$ cat src/rtl/cpu_checker_pkg.sv
// Shared types and constants for the CPU trace-line syntax checker.
package cpu_checker_pkg;

  // format_type encodings
  localparam logic [1:0] FMT_NONE = 2'b00;
  localparam logic [1:0] FMT_REG  = 2'b01;
  localparam logic [1:0] FMT_MEM  = 2'b10;

  // Fixed-width hex fields, sized to the 4-bit digit counter
  localparam logic [3:0] PC_DIG   = 4'd8;
  localparam logic [3:0] DATA_DIG = 4'd8;

  // One state per syntactic position within a trace line
  typedef enum logic [4:0] {
    S_IDLE,
    S_CARET,
    S_TIME,
    S_AT,
    S_PC,
    S_COLON,
    S_SP1,
    S_DOLLAR,
    S_STAR,
    S_GRF,
    S_ADDR,
    S_SP2,
    S_LT,
    S_EQ,
    S_SP3,
    S_DATA,
    S_DONE_REG,
    S_DONE_MEM
  } state_t;

  // Character class flags, one per token kind the FSM cares about
  typedef struct packed {
    logic is_dec;
    logic is_hex;
    logic is_space;
    logic is_caret;
    logic is_at;
    logic is_colon;
    logic is_dollar;
    logic is_star;
    logic is_lt;
    logic is_eq;
    logic is_hash;
  } char_class_t;

endpackage

$ cat src/rtl/cpu_checker_fsm_char_class.sv
// Combinational ASCII classifier for the trace checker.
// Optional macro CPU_CHECKER_UPPER_HEX_EN: hex class also accepts 'A'-'F'.
module cpu_checker_fsm_char_class
  import cpu_checker_pkg::*;
(
  input  logic [7:0]  i_char,
  output char_class_t o_class
);

  // Decode the character into independent class flags
  always_comb begin
    // NOTE: every combinational output gets a default first so no path leaves it unassigned (no latch).
    o_class           = '0;
    o_class.is_dec    = (i_char >= "0") && (i_char <= "9");
`ifdef CPU_CHECKER_UPPER_HEX_EN
    o_class.is_hex    = o_class.is_dec ||
                        ((i_char >= "a") && (i_char <= "f")) ||
                        ((i_char >= "A") && (i_char <= "F"));
`else
    o_class.is_hex    = o_class.is_dec ||
                        ((i_char >= "a") && (i_char <= "f"));
`endif
    o_class.is_space  = (i_char == " ");
    o_class.is_caret  = (i_char == "^");
    o_class.is_at     = (i_char == "@");
    o_class.is_colon  = (i_char == ":");
    o_class.is_dollar = (i_char == "$");
    o_class.is_star   = (i_char == "*");
    o_class.is_lt     = (i_char == "<");
    o_class.is_eq     = (i_char == "=");
    o_class.is_hash   = (i_char == "#");
  end

endmodule

$ cat src/rtl/cpu_checker_fsm.sv
// Streaming syntax checker for CPU trace lines, one ASCII char per clock.
// Flags each well-formed register-write (01) or memory-write (10) line for
// the single cycle after its terminating '#'.
// Optional macro CPU_CHECKER_UPPER_HEX_EN (in char_class): uppercase hex digits.
module cpu_checker_fsm
  import cpu_checker_pkg::*;
#(
  parameter int TIME_MAX_DIG = 4,
  parameter int GRF_MAX_DIG  = 4
) (
  input  logic       clk,
  input  logic       reset,
  input  logic [7:0] char,
  output logic [1:0] format_type
);

  localparam logic [3:0] L_TIME_MAX = 4'(TIME_MAX_DIG);
  localparam logic [3:0] L_GRF_MAX  = 4'(GRF_MAX_DIG);

  state_t      r_state;
  state_t      w_next_state;
  logic [3:0]  r_cnt;
  logic [3:0]  w_cnt_next;
  logic        r_is_mem;
  logic        w_is_mem_next;
  char_class_t w_cls;

  cpu_checker_fsm_char_class u_char_class (
    .i_char  (char),
    .o_class (w_cls)
  );

  // State, digit counter and line-type flag registers with synchronous reset
  always_ff @(posedge clk) begin
    // NOTE: sequential state uses non-blocking assignments so all registers update together at the edge.
    if (!reset) begin
      r_state  <= S_IDLE;
      r_cnt    <= 4'd0;
      r_is_mem <= 1'b0;
    end else begin
      r_state  <= w_next_state;
      r_cnt    <= w_cnt_next;
      r_is_mem <= w_is_mem_next;
    end
  end

  // Next-state logic: any character not accepted in the current state drops to IDLE
  always_comb begin
    w_next_state  = S_IDLE;
    w_cnt_next    = r_cnt;
    w_is_mem_next = r_is_mem;
    case (r_state)
      S_CARET: begin
        if (w_cls.is_dec) begin w_next_state = S_TIME; w_cnt_next = 4'd1; end
      end
      S_TIME: begin
        if (w_cls.is_dec && (r_cnt < L_TIME_MAX)) begin
          w_next_state = S_TIME; w_cnt_next = r_cnt + 4'd1;
        end else if (w_cls.is_at) begin
          w_next_state = S_AT;
        end
      end
      S_AT: begin
        if (w_cls.is_hex) begin w_next_state = S_PC; w_cnt_next = 4'd1; end
      end
      S_PC: begin
        if (w_cls.is_hex && (r_cnt < PC_DIG)) begin
          w_next_state = S_PC; w_cnt_next = r_cnt + 4'd1;
        end else if (w_cls.is_colon && (r_cnt == PC_DIG)) begin
          w_next_state = S_COLON;
        end
      end
      S_COLON, S_SP1: begin
        if (w_cls.is_space) begin
          w_next_state = S_SP1;
        end else if (w_cls.is_dollar) begin
          w_next_state = S_DOLLAR; w_is_mem_next = 1'b0;
        end else if (w_cls.is_star) begin
          w_next_state = S_STAR; w_is_mem_next = 1'b1;
        end
      end
      S_DOLLAR: begin
        if (w_cls.is_dec) begin w_next_state = S_GRF; w_cnt_next = 4'd1; end
      end
      S_GRF: begin
        if (w_cls.is_dec && (r_cnt < L_GRF_MAX)) begin
          w_next_state = S_GRF; w_cnt_next = r_cnt + 4'd1;
        end else if (w_cls.is_space) begin
          w_next_state = S_SP2;
        end else if (w_cls.is_lt) begin
          w_next_state = S_LT;
        end
      end
      S_STAR: begin
        if (w_cls.is_hex) begin w_next_state = S_ADDR; w_cnt_next = 4'd1; end
      end
      S_ADDR: begin
        if (w_cls.is_hex && (r_cnt < PC_DIG)) begin
          w_next_state = S_ADDR; w_cnt_next = r_cnt + 4'd1;
        end else if (w_cls.is_space && (r_cnt == PC_DIG)) begin
          w_next_state = S_SP2;
        end else if (w_cls.is_lt && (r_cnt == PC_DIG)) begin
          w_next_state = S_LT;
        end
      end
      S_SP2: begin
        if (w_cls.is_space)   w_next_state = S_SP2;
        else if (w_cls.is_lt) w_next_state = S_LT;
      end
      S_LT: begin
        if (w_cls.is_eq) w_next_state = S_EQ;
      end
      S_EQ, S_SP3: begin
        if (w_cls.is_space) begin
          w_next_state = S_SP3;
        end else if (w_cls.is_hex) begin
          w_next_state = S_DATA; w_cnt_next = 4'd1;
        end
      end
      S_DATA: begin
        if (w_cls.is_hex && (r_cnt < DATA_DIG)) begin
          w_next_state = S_DATA; w_cnt_next = r_cnt + 4'd1;
        end else if (w_cls.is_hash && (r_cnt == DATA_DIG)) begin
          w_next_state = r_is_mem ? S_DONE_MEM : S_DONE_REG;
        end
      end
      default: ; // IDLE and DONE_* only leave on '^', handled below
    endcase
    // A caret always restarts the parse, whatever was in progress
    if (w_cls.is_caret) w_next_state = S_CARET;
  end

  // Output decoded from the state register alone
  always_comb begin
    format_type = FMT_NONE;
    case (r_state)
      S_DONE_REG: format_type = FMT_REG;
      S_DONE_MEM: format_type = FMT_MEM;
      default:    format_type = FMT_NONE;
    endcase
  end

endmodule

$ cat config.mk
export PLATFORM = sky130hd
export DESIGN_NAME = cpu_checker_fsm
export DESIGN_NICKNAME = d
export VERILOG_FILES = /design/src/rtl/cpu_checker_pkg.sv /design/src/rtl/cpu_checker_fsm_char_class.sv /design/src/rtl/cpu_checker_fsm.sv
export SDC_FILE = /design/constraint.sdc
export NUM_CORES = 1
export LEC_CHECK = 0
export CAP_MARGIN = 20
export CORE_MARGIN = 3
export CORE_UTILIZATION = 61
export CTS_CLUSTER_SIZE = 14
export DETAILED_ROUTE_END_ITERATION = 6
export MAX_ROUTING_LAYER = met4
export PLACE_DENSITY = 0.84
export SLEW_MARGIN = 20
export SYNTH_ARGS = -nofsm -noshare
export SYNTH_HDL_FRONTEND = slang
export SYNTH_SLANG_ARGS = --single-unit
$ cat constraint.sdc
create_clock -name clk -period 5.4 [get_ports clk]
set_clock_uncertainty 0.15 [all_clocks]
set_input_delay 0.54 -clock clk [delete_from_list [all_inputs] [get_ports clk]]
set_output_delay 0.54 -clock clk [all_outputs]
set_load 0.05 [all_outputs]
# After elaboration in Yosys (flattened, before gate mapping)
# Cells that the tools add are included.
# totals
wordCells	98
register_bits	10
inputBits	10
# classes
n_reduce_logical	20
n_eq_ne	31
n_bitwise	2
n_addsub	1
magnitude_cmp	6
mux	34
# ops
cell	count
$mux W4	17
$pmux W5 S13	1
$eq A8 B6 Y1 const B	7
$eq A5 B4 Y1 const B	8
$eq A5 B3 Y1 const B	4
$mux W5	4
$pmux W4 S5	1
$eq A8 B7 Y1 const B	2
$reduce_or A2 Y1	6
$eq A5 B2 Y1 const B	2
$eq A5 B5 Y1 const B	2
$mux W3	3
$ge A8 B6 Y1 const B	1
$ge A8 B7 Y1 const B	1
$le A8 B6 Y1 const B	1
$le A8 B7 Y1 const B	1
$logic_and A1 B1 Y1	8
$mux W2	3
$ne A2 B1 Y1 const B	3
$eq A5 B1 Y1 const B	1
$reduce_and A5 Y1	1
$reduce_bool A5 Y1	1
$add A4 B1 Y4 const B	1
$eq A4 B4 Y1 const B	1
other kinds (10)	14

# Depth between registers and ports, before layout
# Gate-level depths: netlist of run 1.
# logic_depth
depth_word	7
ltp_mapped	8
depth_no_buf	7

# Modules after synthesis
# Synthesis of run 1 repeated with hierarchy kept, for this count alone.
# hier_totals
hier_cells	179
hier_area_um2	1283.7
# by_module_without_submodules
module	seq_area_each_um2	instances	cells_each	area_per_inst_um2
cpu_checker_fsm	200.2	1	149	1096.1
cpu_checker_fsm_char_class	0.0	1	30	187.7

# Worst setup path before layout of run 1
# No wires, ideal clock.
# synth_path
kind	input to register
startpoint	input char[7]
endpoint	register r_cnt[2]
path_slack_ns	3.330
arrival_time_ns	1.804
stages	6
path_cell_list	and4bb_1 nand2_1 a211o_1 a211oi_4 a21oi_1 a41o_1
# synth_between
elab_chain_len	6
word_cells_on_any_way	18
# synth_lines
element	line_no	source
from (decl)	cpu_checker_fsm.sv:13	input logic [7:0] char,
$ge A8 B6 Y1, or another cell as far along	cpu_checker_fsm_char_class.sv:14	o_class.is_dec = (i_char >= "0") && (i_char <= "9");
$logic_and A1 B1 Y1, on equally long branches	cpu_checker_fsm_char_class.sv:14, cpu_checker_fsm_char_class.sv:21	
$logic_or A1 B1 Y1	cpu_checker_fsm_char_class.sv:20	o_class.is_hex = o_class.is_dec ||
$mux W4 / $logic_and A1 B1 Y1 (equally long branches)	--	
$mux W4 / $ne A2 B1 Y1 (equally long branches)	--	
$pmux W4 S5 / $reduce_and A5 Y1 (equally long branches)	--	
to (signal assigned)	cpu_checker_fsm.sv:42	r_cnt <= w_cnt_next;
to (decl)	cpu_checker_fsm.sv:22	logic [3:0] r_cnt;
# Parallel ways exist; a longest one is shown, timed or not. The select of a mux whose other input is x is not followed.
# A chain may end at the register's enable or synchronous reset.

# Worst setup path in the final report of run 1
# layout_path
startpoint	register r_state[0]
endpoint	output format_type[1]
# layout_between
elab_chain_len	2
word_cells_on_any_way	3
# layout_lines
element	line_no	source
from (decl)	cpu_checker_fsm.sv:20	state_t r_state;
from (signal assigned)	cpu_checker_fsm.sv:41	r_state <= w_next_state;
$eq A5 B5 Y1	cpu_checker_fsm.sv:136	case (r_state)
$pmux W2 S2 *	cpu_checker_fsm.sv:136	
to (decl)	cpu_checker_fsm.sv:14	output logic [1:0] format_type
# Mark *: on every way between the ends. The rest lies on a longest branch, timed or not.

==> flow_summary.yaml, run 1 <==
clock_network:
  cts-htree-levels: 1
  cts_hold_buf: 0
  path_clk_slew_ns: 0.07
  post_cts_buffers: 0
  ctsResizeCount: 0
  clkSinkCount: 10
  cts_buffers: 3
  cts_tree: "yes"
  clkLatencyLatePin_ns: 0.27
  clk_path_buf_depth: 2
  clockRootBuffer: "clkbuf_4"
sta:
  hold_viol_final: 0
  slew_headroom: 0.4627
  worst_pin_slew_ns: 0.8039
  setup_viol: 0
  fin_ws_ns: 2.061
  rsz0062_at_grt: "false"
  fmax_ghz: 0.2995
  report.final.slew_viol_count: 0
  fin_tns_setup_ns: 0
  period_needed_ns: 3.339
  period_share: 0.6184
  holdWs_ns: 0.3458
finish:
  diodes: 0
  layout.nets: 189
  nFillCells: 147
  fin_util: 0.7375
  final_area_um2: 1329
  stdcell_count: 201
  drive_gt1_frac: 0.07955
  areaGrowthSynthToFinish_pct: 9.259
setup_path:
  critPathLaunchType: "flip-flop"
  rrSetupSlack_ns: 2.58
  timing.rr.start: "r_state[0]$_SDFF_PN0_"
  critical_path_class: "reg2out"
  r2r-end: "r_cnt[3]$_SDFFE_PN0P_"
  crit_fanout: 23
  critPathArrivalTime_ns: 2.65
  endpoint_kind: "output port"
  rr_worst_depth: 6
  crit_required_ns: 4.71
pwr:
  p_total_uw: 160.6
  peakVddDrop_mv: 0.1440
  leakage_nw: 0.4382
  powerDensity_nw_per_um2: 120.8
synthesis:
  async_flop_share: 0
  synth-seq-area-share: 0.1646
  syn_inst: 171
  netlist-cell-type-count: 53
  ys_warn_count: 0
  yosys.area.top_type: "dfxtp_1"
  synth-edff-count: 0
  netlist_area_um2: 1216
  synth_ff_type: "dfxtp_1"
  yosysMostFrequentCell: "nand2_1"
  ys_top_cells_by_count: "19 x nand2_1, 15 x nor2_1, 11 x nor3_1, 10 x a21oi_1, 10 x dfxtp_1"
  postSynthAreaPerCell_um2: 7.112
  synth_top_cell_area_share: 0.1646
  synthTopCellsByArea: "dfxtp_1 16%, nand2_1 5.9%, nor2_1 4.6%"
  ys_ff_latch: 10
  syn_nets: 183
die:
  design.core.area_um2: 1802
  die_w_um: 50.65
  die_h_um: 50.65
  start_util: 0.6750
  num_rows: 15
  io_pins: 12
  die_area_um2: 2565
place:
  port_buffers: 11
  routabilityCongestion: 0.9465
  place_inst: 197
  post_dp_cell_area_um2: 1292
  dp_hpwl_mm: 2.391
  dp_slack_ns: 2.403
routing:
  routed_via_density: 6.652
  ant_nets: 0
  drc_errors: 0
  routedWlPerCell_um: 15.71
  wl_mm: 3.158
  drt_iter0_drc: 86
  dr.pass1.iters: 7
  vias: 1337
min_path:
  min-delay-start: "r_is_mem$_SDFFE_PN0P_"
  hold_depth: 2
  hold_path_class: "reg2reg"
  holdPathEnd: "r_is_mem$_SDFFE_PN0P_"
global_routing:
  grt_overflow: 0
  grt_start_max_net_pins: 24
  grt_use_total: 0.2666
  antenna_found_initial: 0
  grt_pass1_wl_mm: 5.292
  grt_pass1_vias: 1124
run_status:
  status: "finished clean"
job:
  maxCapViolCount: 0
flip-flops by register name, summed over array words and instances, names as in the netlist:
name	flops
r_state	5
r_cnt	4
r_is_mem	1
where the power goes:
group | switching (mW) | total [mW] | internal (mW) | leakage [nW]
Combinational | 0.00978 | 0.0189 | 0.00911 | 0.337
Clock | 0.0268 | 0.0678 | 0.0410 | 0.0210
Sequential | 0.000129 | 0.0739 | 0.0737 | 0.0805
cells by family (layout without fill, tap and decap cells):
kind of cell,after synthesis,after routing,share of synthesized area
and+or+nand+nor,93,93,0.4414
adders and majority gates,3,3,0.02880
xor gates and xnor gates,3,3,0.02161
buffers and inverters,17,22,0.07510
DFF,10,10,0.1646
AOI/OAI and AO/OA,45,45,0.2685
critical path, stage by stage, from the launching register on:
cell	delay [ns]
dfxtp_1	0.82
nor2b_1	0.52
and3_1	0.23
clkdlybuf4s50_1	0.80
cell type report:
cell class	instances	area, µm²	area share
Sequential cell	10	200.2	0.1507
Tap cell	25	31.28	0.02354
Multi-Input combinational cell	144	924.6	0.6959
Clock buffer	4	36.28	0.02731
Timing Repair Buffer	11	110.1	0.08286
Inverter	7	26.28	0.01977
routing by layer:
metal  track usage  routed length [µm]  up-vias
met5             -                   0        -
met4       0.03587                  56        0
met3       0.05341                 269        8
met2        0.4348                1477       66
met1        0.3481                1354      610
li1              -                   -      653
cell usage in the layout (no fill, tap or decap), types with 3 or more instances in the layout:
master / instances
clkdlybuf4s50_1: 11
o21ai_0: 6
and3b_1: 3
nand2_1: 19
nor2b_1: 4
a21oi_1: 10
clkbuf_4: 3
nor4_1: 4
nand2b_1: 6
or3_1: 3
and3_1: 6
inv_1: 6
nor4b_2: 3
nor3_1: 11
dfxtp_1: 10
a31oi_1: 6
nor2_1: 15
o211ai_1: 4
nand3_1: 7
worst max path at each step:
stage                                       end  slack, ns                  start  cells after the start
final                            format_type[1]       2.06  r_state[0]$_SDFF_PN0_                      3
after global placement           format_type[1]       2.47  r_state[0]$_SDFF_PN0_                      3
after floorplan           r_cnt[2]$_SDFFE_PN0P_       3.33                char[7]                      6
after global routing             format_type[1]       1.89  r_state[0]$_SDFF_PN0_                      3
after detailed placement         format_type[1]       2.40  r_state[0]$_SDFF_PN0_                      3
after CTS                        format_type[1]       2.10  r_state[0]$_SDFF_PN0_                      3
Power figures use the tool's default switching activity.
==> inputs of run 2 (changes only) <==
--- a/config.mk
+++ b/config.mk
@@ -7,11 +7,11 @@
 export LEC_CHECK = 0
 export CAP_MARGIN = 20
 export CORE_MARGIN = 3
-export CORE_UTILIZATION = 61
+export CORE_UTILIZATION = 51
 export CTS_CLUSTER_SIZE = 14
 export DETAILED_ROUTE_END_ITERATION = 6
 export MAX_ROUTING_LAYER = met4
-export PLACE_DENSITY = 0.84
+export PLACE_DENSITY = 0.75
 export SLEW_MARGIN = 20
 export SYNTH_ARGS = -nofsm -noshare
 export SYNTH_HDL_FRONTEND = slang
==> constraint.sdc (replaced) <==
create_clock -name clk -period 2.8 [get_ports clk]
set_clock_uncertainty 0.15 [all_clocks]
set_input_delay 0.28 -clock clk [delete_from_list [all_inputs] [get_ports clk]]
set_output_delay 0.28 -clock clk [all_outputs]
set_load 0.05 [all_outputs]
==> run 2 against run 1 <==
Net effect:
- first-iteration DRC count decreased by 42%
- count of clock-buffer cells in the layout is 1 lower
- register-to-register slack worse by 2.2 ns
- final cell count increased by 3.0%
- die area is 17% higher
- worst hold slack got worse by 0.0045 ns
- setup slack got worse by 1.8 ns
- sequential share of layout area down 0.20 points
- global-route usage fell by 2.7 points
- combinational power is 96% higher
- via count down 0.52%
- routed wire length rose by 1.8%
==> flow_summary.yaml, run 2 (same netlist as run 1, synthesis figures left out) <==
clock_network:
  cts-htree-levels: 1
  cts_buffers: 3
  clk_path_buf_depth: 2
  clkSinkCount: 10
  ctsResizeCount: 0
  post_cts_buffers: 0
  clkLatencyLatePin_ns: 0.26
  cts_tree: "yes"
  clockRootBuffer: "clkbuf_4"
  cts_hold_buf: 0
  path_clk_slew_ns: 0.06
setup_path:
  critPathLaunchType: "flip-flop"
  critPathArrivalTime_ns: 2.12
  worstPathCellList: "nor2_2 > and3_1 > clkdlybuf4s50_1"
  crit_required_ns: 2.37
  endpoint_kind: "output port"
  crit_slowest_cell: "clkdlybuf4s50_1"
  critPathMaxStageDelay_ns: 0.80
  critical_path_class: "reg2out"
  crit_fanout: 16
global_routing:
  grt_pass1_wl_mm: 5.119
  grt_start_max_net_pins: 19
  grt_use_total: 0.2399
  grt_overflow: 0
  antenna_found_initial: 0
  grt_pass1_vias: 1119
finish:
  fin_util: 0.6028
  final_area_um2: 1346
  areaGrowthSynthToFinish_pct: 10.70
  largest_reg_flops: 5
  final_cell_mix: "19 x nand2_1, 15 x nor2_1, 11 x nor3_1"
  nFillCells: 221
  multi_input_area_um2: 924.6
  regArea_um2: 200.2
  top_register: "r_state"
  drive_gt1_frac: 0.1006
  layout_commonest_cell: "nand2_1"
  layout.nets: 193
  diodes: 0
  stdcell_count: 207
  largestRegisters: "r_state (5), r_cnt (4), r_is_mem (1)"
pwr:
  peakVddDrop_mv: 0.2967
  leakage_nw: 0.4549
  combPwrFrac: 0.135
  pwr-share-clk: 0.348
  p_switching_uw: 65.54
  p_total_uw: 275.4
  powerDensity_nw_per_um2: 204.6
  p_sw_frac: 0.2380
  sequentialPowerShare: 0.517
  p_int_uw: 209.9
routing:
  routed_via_density: 6.425
  drc_errors: 0
  topRoutingLayerUsed: "met4"
  dr.pass1.iters: 4
  dr_wl_met3_um: 183
  routedWlPerCell_um: 15.53
  ant_nets: 0
  drt-met1-wl_mm: 1.371
  wl_mm: 3.215
  drt_iter0_drc: 50
  vias: 1330
  wl_met2_mm: 1.586
sta:
  worst_pin_slew_ns: 0.7274
  slew_headroom: 0.5138
  holdWs_ns: 0.3413
  period_needed_ns: 2.547
  fin_tns_setup_ns: 0
  hold_viol_final: 0
  rsz0062_at_grt: "false"
  report.final.slew_viol_count: 0
  fin_ws_ns: 0.2534
  period_share: 0.9095
  setup_viol: 0
  fmax_ghz: 0.3927
die:
  die_h_um: 54.83
  start_util: 0.5445
  io_pins: 12
  num_rows: 17
  die_w_um: 54.83
  design.core.area_um2: 2233
  die_area_um2: 3006
job:
  maxCapViolCount: 0
place:
  port_buffers: 11
  dp_hpwl_mm: 2.497
  routabilityCongestion: 0.9127
  place_inst: 204
  post_dp_cell_area_um2: 1324
  dp_slack_ns: 0.2639
min_path:
  hold_path_class: "reg2reg"
run_status:
  status: "finished clean"
run 2: changes by cell type in the layout (fill, tap and decap cells not counted), sizes merged:
cell	delta
buf	+5
clkbuf	-1
clkdlybuf4s50	-1
run 2: critical path: cells and delay by family (launching register included):
kind	cells	cell delay, ns
DFF	1	0.49
buffers and inverters	1	0.80
and+or+nand+nor	2	0.57
run 2: final timing paths:
check	startpoint	to	slack, ns	cells after the start
max	r_state[0]$_SDFF_PN0_	format_type[0]	0.25	3
min	r_is_mem$_SDFFE_PN0P_	r_is_mem$_SDFFE_PN0P_	0.34	2
min reg2reg	r_is_mem$_SDFFE_PN0P_	r_is_mem$_SDFFE_PN0P_	0.34	2
max reg2reg	r_state[0]$_SDFF_PN0_	r_state[0]$_SDFF_PN0_	0.41	7
run 2: cell type report:
type | instances | area share
clock buffers | 3 | 0.01673
repair buffers | 15 | 0.1022
inverters | 7 | 0.01952
flip-flops and latches | 10 | 0.1487
well taps | 28 | 0.02602
multi-input cells | 144 | 0.6868
run 2: power by group through the flow:
stage / Sequential [mW] / Clock [mW] / Combinational, mW
2_1_floorplan: 0.146 / 0 / 0.0137
3_5_place_dp: 0.146 / 0 / 0.0365
6_report: 0.143 / 0.0958 / 0.0371
5_1_grt: 0.142 / 0.107 / 0.0399
4_1_cts: 0.142 / 0.0996 / 0.0366
3_3_place_gp: 0.146 / 0 / 0.0355
run 2: per-layer routing:
layer	track usage	up-vias
met1	0.3010	609
met5	-	-
met3	0.04087	8
li1	-	662
met4	0.09129	0
met2	0.3799	51
